<file path="src/rtl/md5_pkg.sv">
// Shared constants and state encoding for the MD5 candidate generator and
// anything downstream that consumes its blocks.
package md5_pkg;

  localparam logic [31:0] IV_A = 32'h67452301;
  localparam logic [31:0] IV_B = 32'hefcdab89;
  localparam logic [31:0] IV_C = 32'h98badcfe;
  localparam logic [31:0] IV_D = 32'h10325476;

  localparam int          CHARSET_BASE = 26;
  localparam logic [7:0]  ASCII_OFFSET = 8'h61;
  localparam int          LEN_MAX      = 8;

  typedef enum logic [1:0] {
    IDLE = 2'd0,
    RUN  = 2'd1,
    DONE = 2'd2
  } state_t;

endpackage

</file>
<file path="src/rtl/md5_pad_block.sv">
// Maps an odometer digit vector and a length onto a single padded MD5 block:
// characters, the 0x80 terminator, and the bit length in byte 56.
module md5_pad_block
  import md5_pkg::*;
(
  input  logic [LEN_MAX-1:0][4:0] digits,
  input  logic [3:0]              len,
  output logic [511:0]            block
);

  always_comb begin
    block = '0;
    for (int j = 0; j < LEN_MAX; j++) begin
      if (4'(j) < len) begin
        block[511-8*j -: 8] = ASCII_OFFSET + 8'(digits[j]);
      end
    end
    block[511-8*int'(len) -: 8] = 8'h80;
    // Messages never exceed 8 chars, so the length fits in the low byte.
    block[63:56] = {1'b0, len, 3'b000};
  end

endmodule

</file>
<file path="src/rtl/md5_candidate_gen.sv">
// Enumerates 'a'..'z' strings from MIN_LEN to MAX_LEN characters as padded
// MD5 blocks, odometer style with the rightmost character fastest.
module md5_candidate_gen
  import md5_pkg::*;
#(
  parameter int MIN_LEN = 1,
  parameter int MAX_LEN = 8
) (
  input  logic         clk,
  input  logic         reset,
  input  logic         start,
  input  logic         hold,
  input  logic         abort,
  output logic [511:0] m,
  output logic [31:0]  a,
  output logic [31:0]  b,
  output logic [31:0]  c,
  output logic [31:0]  d,
  output logic         valid,
  output logic [3:0]   cand_len,
  output logic [47:0]  cand_seq,
  output logic         busy,
  output logic         done,
  output state_t       fsm_state
);

  // valid is a one-cycle strobe with no back-pressure: m, cand_len and
  // cand_seq describe a fresh candidate exactly on cycles where valid is 1;
  // the consumer stalls the source only through hold.

  state_t                  state_q, state_d;
  logic [LEN_MAX-1:0][4:0] dig_q, dig_inc;
  logic [3:0]              len_q;
  logic [47:0]             seq_q;
  logic                    carry, all_max, last;
  logic                    init, emit;
  logic [511:0]            pad_out;

  md5_pad_block u_pad (
    .digits (dig_q),
    .len    (len_q),
    .block  (pad_out)
  );

  // Odometer increment: ripple a carry from the rightmost active digit.
  always_comb begin
    dig_inc = dig_q;
    carry   = 1'b1;
    for (int i = LEN_MAX - 1; i >= 0; i--) begin
      if ((4'(i) < len_q) && carry) begin
        if (dig_q[i] == 5'(CHARSET_BASE - 1)) begin
          dig_inc[i] = 5'd0;
        end else begin
          dig_inc[i] = dig_q[i] + 5'd1;
          carry      = 1'b0;
        end
      end
    end
    all_max = carry;
    last    = carry && (len_q == 4'(MAX_LEN));
  end

  always_comb begin
    state_d = state_q;
    init    = 1'b0;
    emit    = 1'b0;
    case (state_q)
      IDLE, DONE: begin
        if (abort) begin
          state_d = IDLE;
        end else if (start) begin
          state_d = RUN;
          init    = 1'b1;
        end
      end
      RUN: begin
        if (abort) begin
          state_d = IDLE;
        end else if (!hold) begin
          emit = 1'b1;
          if (last) state_d = DONE;
        end
      end
      default: state_d = IDLE;
    endcase
  end

  always_ff @(posedge clk or posedge reset) begin
    if (reset) begin
      state_q  <= IDLE;
      dig_q    <= '0;
      len_q    <= '0;
      seq_q    <= '0;
      m        <= '0;
      cand_len <= '0;
      cand_seq <= '0;
      valid    <= 1'b0;
    end else begin
      state_q <= state_d;
      valid   <= emit;
      if (init) begin
        dig_q <= '0;
        len_q <= 4'(MIN_LEN);
        seq_q <= '0;
      end else if (emit) begin
        m        <= pad_out;
        cand_len <= len_q;
        cand_seq <= seq_q;
        seq_q    <= seq_q + 48'd1;
        dig_q    <= dig_inc;
        // A full wrap below MAX_LEN rolls into the next length at all zeros.
        if (all_max && !last) len_q <= len_q + 4'd1;
      end
    end
  end

  assign busy      = (state_q == RUN);
  assign done      = (state_q == DONE);
  assign fsm_state = state_q;
  assign a         = IV_A;
  assign b         = IV_B;
  assign c         = IV_C;
  assign d         = IV_D;

endmodule

</file>
<file path="config.mk">
export PLATFORM = sky130hd
export DESIGN_NAME = md5_candidate_gen
export DESIGN_NICKNAME = d
export VERILOG_FILES = /design/src/rtl/md5_pkg.sv /design/src/rtl/md5_pad_block.sv /design/src/rtl/md5_candidate_gen.sv
export SDC_FILE = /design/constraint.sdc
export NUM_CORES = 1
export LEC_CHECK = 0
export CORE_AREA = 3 3 271 273
export CTS_CLUSTER_DIAMETER = 30
export CTS_CLUSTER_SIZE = 25
export DETAILED_ROUTE_END_ITERATION = 10
export DIE_AREA = 0 0 274 276
export GPL_ROUTABILITY_DRIVEN = 0
export HOLD_SLACK_MARGIN = 0.12
export PLACE_DENSITY = 0.82
export SLEW_MARGIN = 20
export SYNTH_ARGS = -nofsm -noshare
export SYNTH_HDL_FRONTEND = slang
export SYNTH_HIERARCHICAL = 1
export SYNTH_SLANG_ARGS = --single-unit
</file>
<file path="constraint.sdc">
create_clock -name clk -period 28.4 [get_ports clk]
set_input_delay 5.68 -clock clk [delete_from_list [all_inputs] [get_ports clk]]
set_output_delay 5.68 -clock clk [all_outputs]
set_load 0.05 [all_outputs]
</file>
==> metrics.txt, run 1 <==
unique cell type count in the Yosys netlist 71; Syn Area/Cell 8.60 um2; drt first-iter violations between 1000 and 1500; highest-delay cell along the critical path or4b_4; WL final roughly 80000 um; post-synthesis cell count about 3700; Hold WC Path Type reg2reg; setup fix buffers added after clock tree synthesis 0; RSZ-0062 raised after global routing no; Core Area around 71000 um2; Layout Utilization 0.576; post-layout total power about 4.2 mW; pin count of the biggest net entering global routing between 200 and 250; number of iterations in the first detailed-routing pass 5; number of remaining DRC errors 0; ports placed on the boundary around 700; Resized cells post-CTS 0; Reg clk slew, reported paths about 40 ps; detailed placer's ending HPWL 51200 um; switching power share of the total 0.377; width of the die about 270 um; sort of element at the start of the critical path primary input; Post-synth EDFFs 0; Overall Global Routing Usage 0.214; number of port buffers 573; slew at the pin with the worst max-slew slack about 1100 ps; vias in the first global route about 24000; Maximum Capacitance Violations 0; final-stage net count 4280; final standard cell count with taps included and fillers excluded 5318; pre-CTS WS ~19000 ps; Hold WS ~470 ps; Max Slew Vio Count 0; proportion of power drawn by combinational gates 0.299; leak pwr between 20 and 25 nW; average vias per placed instance around 4.5; worst max-slew margin expressed relative to the limit 0.271; number of synthesis warnings 6; final setup violation count 0; cells along the critical path clkdlybuf4s50_1, or4b_4, inv_8, buf_12, buf_16, o2111ai_1, nor2b_1, o21ai_0, o31ai_1; commonest cells after routing, fill and taps aside nand2_1 (1731), dfrtp_1 (659), clkdlybuf4s50_1 (573), conb_1 (564), clkbuf_16 (149); row count 98; clock root buffer clkbuf_16; count of inserted antenna diode cells 0; Non-Filler Cell Area, Final ~41000 um2; result of the run finished, final reports clean; clk_skew slightly below 50 ps; maximum clock insertion buffer count 3; power density over the cells 103 nW/um2; average wire length per cell after detail routing roughly 15 um; worst stage delay on the critical path 910 ps; maximum vdd drop 105 uV; most frequent standard cell in the layout excluding fill and tap cells nand2_1; sequential group share of total power 0.288; post-synthesis cell area between 30000 and 40000 um2; maximum fanout along the worst path roughly 160; CP delay by family, top buffers and inverters; net switching power approximately 1.6 mW; nature of the critical path endpoint register; Initial Util 0.441; Power Internal 2.63 mW; number of vias in the routed layout around 24000; H-tree level count 4; # hold bufs at CTS 0; count of endpoints failing hold in the final timing report 0; area of placed instances 35800 um2; global-route wire length before repair 130000 um; Die Span Y ~280 um; Total Negative Setup Slacks 0 ps; number of antenna violations at the first check in global routing 0; Placed Cells between 5000 and 6000; Primary FF master, synth dfrtp_1; ratio of cells with drive above 1 in the final layout 0.0698; fraction of the yosys area taken by sequential cells 0.524; clock insertion delay at the later pin of the skew report about 710 ps; flops & latches, synth roughly 660; fraction of power consumed by the clock network 0.412; number of CTS-inserted buffers between 100 and 150; global-route congestion overflow total 0; highest clock frequency the design can meet between 100 and 150 MHz; Layout area overhead 30.7%; CP Data Required Time between 20000 and 30000 ps; final worst slack 19520 ps; buffers plus inverters on the worst setup path 4; DIE AREA between 70000 and 80000 um2; critical path data arrival time between 9000 and 10000 ps; post-layout min period 8880 ps; count of nets left with antenna violations after detail routing 0; critical path type in2reg; async set-or-reset flop fraction in the synthesized netlist 1.00; Clock Sink Count between 600 and 700; CTS tree built; Tcrit/Tclk final 0.313
-- cell families (layout without fill, tap and decap cells) --
logic type               count (synthesis)  in the layout  share of synthesized area
flip-flops                             659            659                      0.524
AND/OR/NAND/NOR                       2029           2029                      0.260
multiplexers                             5              5                    0.00163
buffers and inverters                  737            885                      0.157
adder cells (fa/ha/maj)                 28             28                     0.0111
other                                    3            564                   0.000358
AO/OA/AOI/OAI                          138            138                     0.0286
XOR/XNOR                                60             60                     0.0167
-- flip-flops by register name, indices dropped and copies added (netlist names) --
signal / flops
m: 512
cand_seq: 48
seq_q: 48
dig_q: 40
cand_len: 4
len_q: 4
fsm_state: 2
valid: 1
-- worst paths after layout --
check	startpoint	to	slack, ps	cells past startpoint
hold / removal	m[197]$_DFFE_PP0P_	m[197]$_DFFE_PP0P_	470	2
min in group asynchronous	reset	m[150]$_DFFE_PP0P_	5530	2
setup / recovery	abort	dig_q[33]$_DFFE_PP0P_	19520	9
max in group asynchronous	reset	seq_q[14]$_DFFE_PP0P_	20520	4
setup reg to reg	fsm_state[1]$_DFFE_PP0P_	dig_q[33]$_DFFE_PP0P_	24600	8
hold reg to reg	m[197]$_DFFE_PP0P_	m[197]$_DFFE_PP0P_	470	2
-- area by class of cell --
type	count	area, um2
well taps	950	1190
multi-input cells	2824	12100
clock buffers	190	4080
flip-flops and latches	659	16500
fillers	5891	30300
inverters	22	97.6
repair buffers	592	5980
clock inverters	81	1130
-- layer usage --
metal  up-vias  GRT usage  wire (um)
met5         -          0          0
met4         0      0.100       3480
li1      11500          -          -
met2       766      0.351      39300
met3       201     0.0752       6620
met1     11300      0.250      31400
-- tightest hold or removal path, stage by stage, from the launching register on --
cell and delay [ps]:
dfrtp_1 330, nand2_1 50, nand2_1 50
-- power groups by stage --
stage | Combinational (mW) | Clock [mW] | Sequential (mW)
detailed placement | 1.26 | 0 | 1.23
global route | 1.33 | 1.83 | 1.24
global placement | 1.25 | 0 | 1.22
floorplan | 0.267 | 0 | 1.83
finish | 1.26 | 1.74 | 1.22
CTS | 1.27 | 1.77 | 1.22
-- synthesized netlist by cell type, drive strengths merged (3+ instances only) --
| library cell | n | area (um2) |
|---|---|---|
| o211ai | 6 | 45.0 |
| nor2b | 14 | 87.6 |
| o31ai | 10 | 75.1 |
| buf | 589 | 4390 |
| ha | 28 | 350 |
| conb | 3 | 11.3 |
| a21oi | 26 | 145 |
| and3 | 15 | 93.8 |
| or3 | 15 | 93.8 |
| nand4b | 9 | 78.8 |
| nand2b | 8 | 50.1 |
| inv | 22 | 82.6 |
| and4b | 3 | 30.0 |
| a21o | 4 | 30.0 |
| mux2i | 4 | 40.0 |
| nor3b | 4 | 30.0 |
| o2bb2ai | 5 | 43.8 |
| clkbuf | 126 | 473 |
| and2 | 6 | 37.5 |
| nor4 | 9 | 96.3 |
| o311ai | 5 | 43.8 |
| or2 | 6 | 37.5 |
| xnor2 | 20 | 175 |
| nand4 | 23 | 156 |
| xor2 | 40 | 350 |
| a41oi | 3 | 26.3 |
| nor2 | 102 | 385 |
| dfrtp | 659 | 16500 |
| o21ai | 46 | 230 |
| or4 | 5 | 41.3 |
| nand3 | 59 | 295 |
| a31oi | 15 | 93.8 |
| nor3 | 10 | 82.6 |
| and4 | 4 | 35.0 |
| nand2 | 1732 | 6510 |
Note: power is estimated with default switching activity, not from simulation.
==> run 2, diff against run 1 <==
- clock period: 28.4 -> 8.97 ns (I/O delays scaled with it)
==> run 2 against run 1 <==
Effect of this change: sequential power increased to 3.2 times the previous value; global-route usage decreased by 0.36 points; hold slack improved by 2.4 ps; sequential share of layout area increased by 0.25 points; routed wire length decreased by 0.53%; critical endpoint is now seq_q[43]$_DFFE_PP0P_; largest power group unchanged; non-clock buffer count increased by 2; clock power increased to 3.0 times the previous value.
==> metrics.txt, run 2 (same netlist as run 1, synthesis figures left out) <==
result of the run finished, final reports clean; width of the die 274 um; average wire length per cell after detail routing ~15 um; WL final about 80000 um; proportion of power drawn by combinational gates 0.304; drt first-iter violations between 1500 and 2000; cells along the critical path clkdlybuf4s50_1, or4b_4, buf_4, nor3_4, nand4_2, or3_1, a21oi_1; count of nets left with antenna violations after detail routing 0; ports placed on the boundary 702; worst stage delay on the critical path 860 ps; post-layout min period between 4000 and 5000 ps; maximum vdd drop 268 uV; detailed placer's ending HPWL 51900 um; flip-flop count of the largest register, all copies and words added roughly 510; average vias per placed instance around 4.5; CTS tree built; CP Data Required Time about 9600 ps; pin count of the biggest net entering global routing 210; Overall Global Routing Usage 0.210; nature of the critical path endpoint register; count of endpoints failing hold in the final timing report 0; number of antenna violations at the first check in global routing 0; maximum fanout along the worst path between 60 and 70; Max Slew Vio Count 0; Maximum Capacitance Violations 0; leak pwr around 21 nW; number of remaining DRC errors 0; clk_skew a little under 30 ps; clock root buffer clkbuf_16; number of vias in the routed layout between 20000 and 25000; final-stage net count between 4000 and 5000; commonest cells after routing, fill and taps aside nand2_1 (1731), dfrtp_1 (659), clkdlybuf4s50_1 (573), conb_1 (564), clkbuf_16 (143); routed length on met1 31600 um; Reg clk slew, reported paths ~40 ps; highest clock frequency the design can meet between 200 and 250 MHz; sequential group share of total power 0.293; Hold WS approximately 470 ps; net switching power 4.95 mW; power density over the cells 322 nW/um2; Non-Filler Cell Area, Final a little over 40000 um2; sort of element at the start of the critical path primary input; fraction of power consumed by the clock network 0.403; DIE AREA approximately 76000 um2; registers with the most flip-flops m (512), cand_seq (48), seq_q (48); number of iterations in the first detailed-routing pass 5; Hold WC Path Type reg2reg; register containing the most flip-flops in the final layout m; Resized cells post-CTS 0; Tcrit/Tclk final 0.489; number of CTS-inserted buffers 141; number of port buffers 573; switching power share of the total 0.376; critical path type in2reg; Die Span Y approximately 280 um; worst max-slew margin expressed relative to the limit 0.306; count of inserted antenna diode cells 0; H-tree level count 4; clock insertion delay at the later pin of the skew report about 700 ps; row count 98; setup fix buffers added after clock tree synthesis 0; Clock Sink Count ~660; slew at the pin with the worst max-slew slack ~1000 ps; detailed-routed wire length on met3 between 6000 and 7000 um; Layout Utilization 0.572; Layout area overhead 29.9%; global-route congestion overflow total 0; DR top layer met4; fill count 5982; RSZ-0062 raised after global routing no; post-layout total power ~13 mW; global-route wire length before repair about 130000 um; highest-delay cell along the critical path or4b_4; # hold bufs at CTS 0; critical path data arrival time ~5000 ps; Core Area a little over 70000 um2; vias in the first global route 24100; ratio of cells with drive above 1 in the final layout 0.0691; final setup violation count 0; most frequent standard cell in the layout excluding fill and tap cells nand2_1; met2 layer wire length in the routed design ~38000 um; maximum clock insertion buffer count 3; Initial Util 0.441; area of placed instances ~36000 um2; Total Negative Setup Slacks 0 ps; Power Internal a little over 8 mW
## run 2: critical path: cells and delay by family
kind	cells	cell delay, ps
and+or+nand+nor	4	2080
buffers and inverters	2	960
AOI/OAI and AO/OA	1	140
## run 2: area by class of cell
cell class	count	area (um2)	area share
Clock buffer	184	3990	0.0977
Clock inverter	75	988	0.0242
Inverter	22	93.8	0.00230
Multi-Input combinational cell	2824	12100	0.297
Sequential cell	659	16500	0.404
Tap cell	950	1190	0.0291
Timing Repair Buffer	594	5960	0.146
## run 2: worst paths after layout
path                                 startpoint                  endpoint  slack, ps  cells after the start
max                                       abort     seq_q[43]$_DFFE_PP0P_       4580                      7
min                          m[391]$_DFFE_PP0P_        m[391]$_DFFE_PP0P_        470                      2
max reg2reg                len_q[0]$_DFFE_PP0P_  fsm_state[1]$_DFFE_PP0P_       5740                      6
min reg2reg                  m[391]$_DFFE_PP0P_        m[391]$_DFFE_PP0P_        470                      2
max in group asynchronous                 reset  cand_seq[47]$_DFFE_PP0P_       5630                      4
min in group asynchronous                 reset        m[494]$_DFFE_PP0P_       1570                      2
## run 2: metrics by stage
step                      instances  setup WS [ps]
after floorplan                4220          -1830
after global placement         5049           3910
after detailed placement       5049           3860
after CTS                      5308           4610
after global routing           5308           4420
final                          5308           4580
## run 2: routing by layer
layer | vias to the layer above | GRT usage
li1 | 11500 | -
met1 | 11400 | 0.243
met2 | 715 | 0.345
met3 | 218 | 0.0745
met4 | 0 | 0.105
met5 | - | 0
## run 2: power groups by stage
stage	combinational (mW)	clock (mW)	sequential, mW
final	4.00	5.30	3.86
after global routing	4.20	5.57	3.92
after CTS	4.03	5.40	3.85
after detailed placement	4.00	0	3.88
after global placement	3.95	0	3.85
after floorplan	0.847	0	5.79
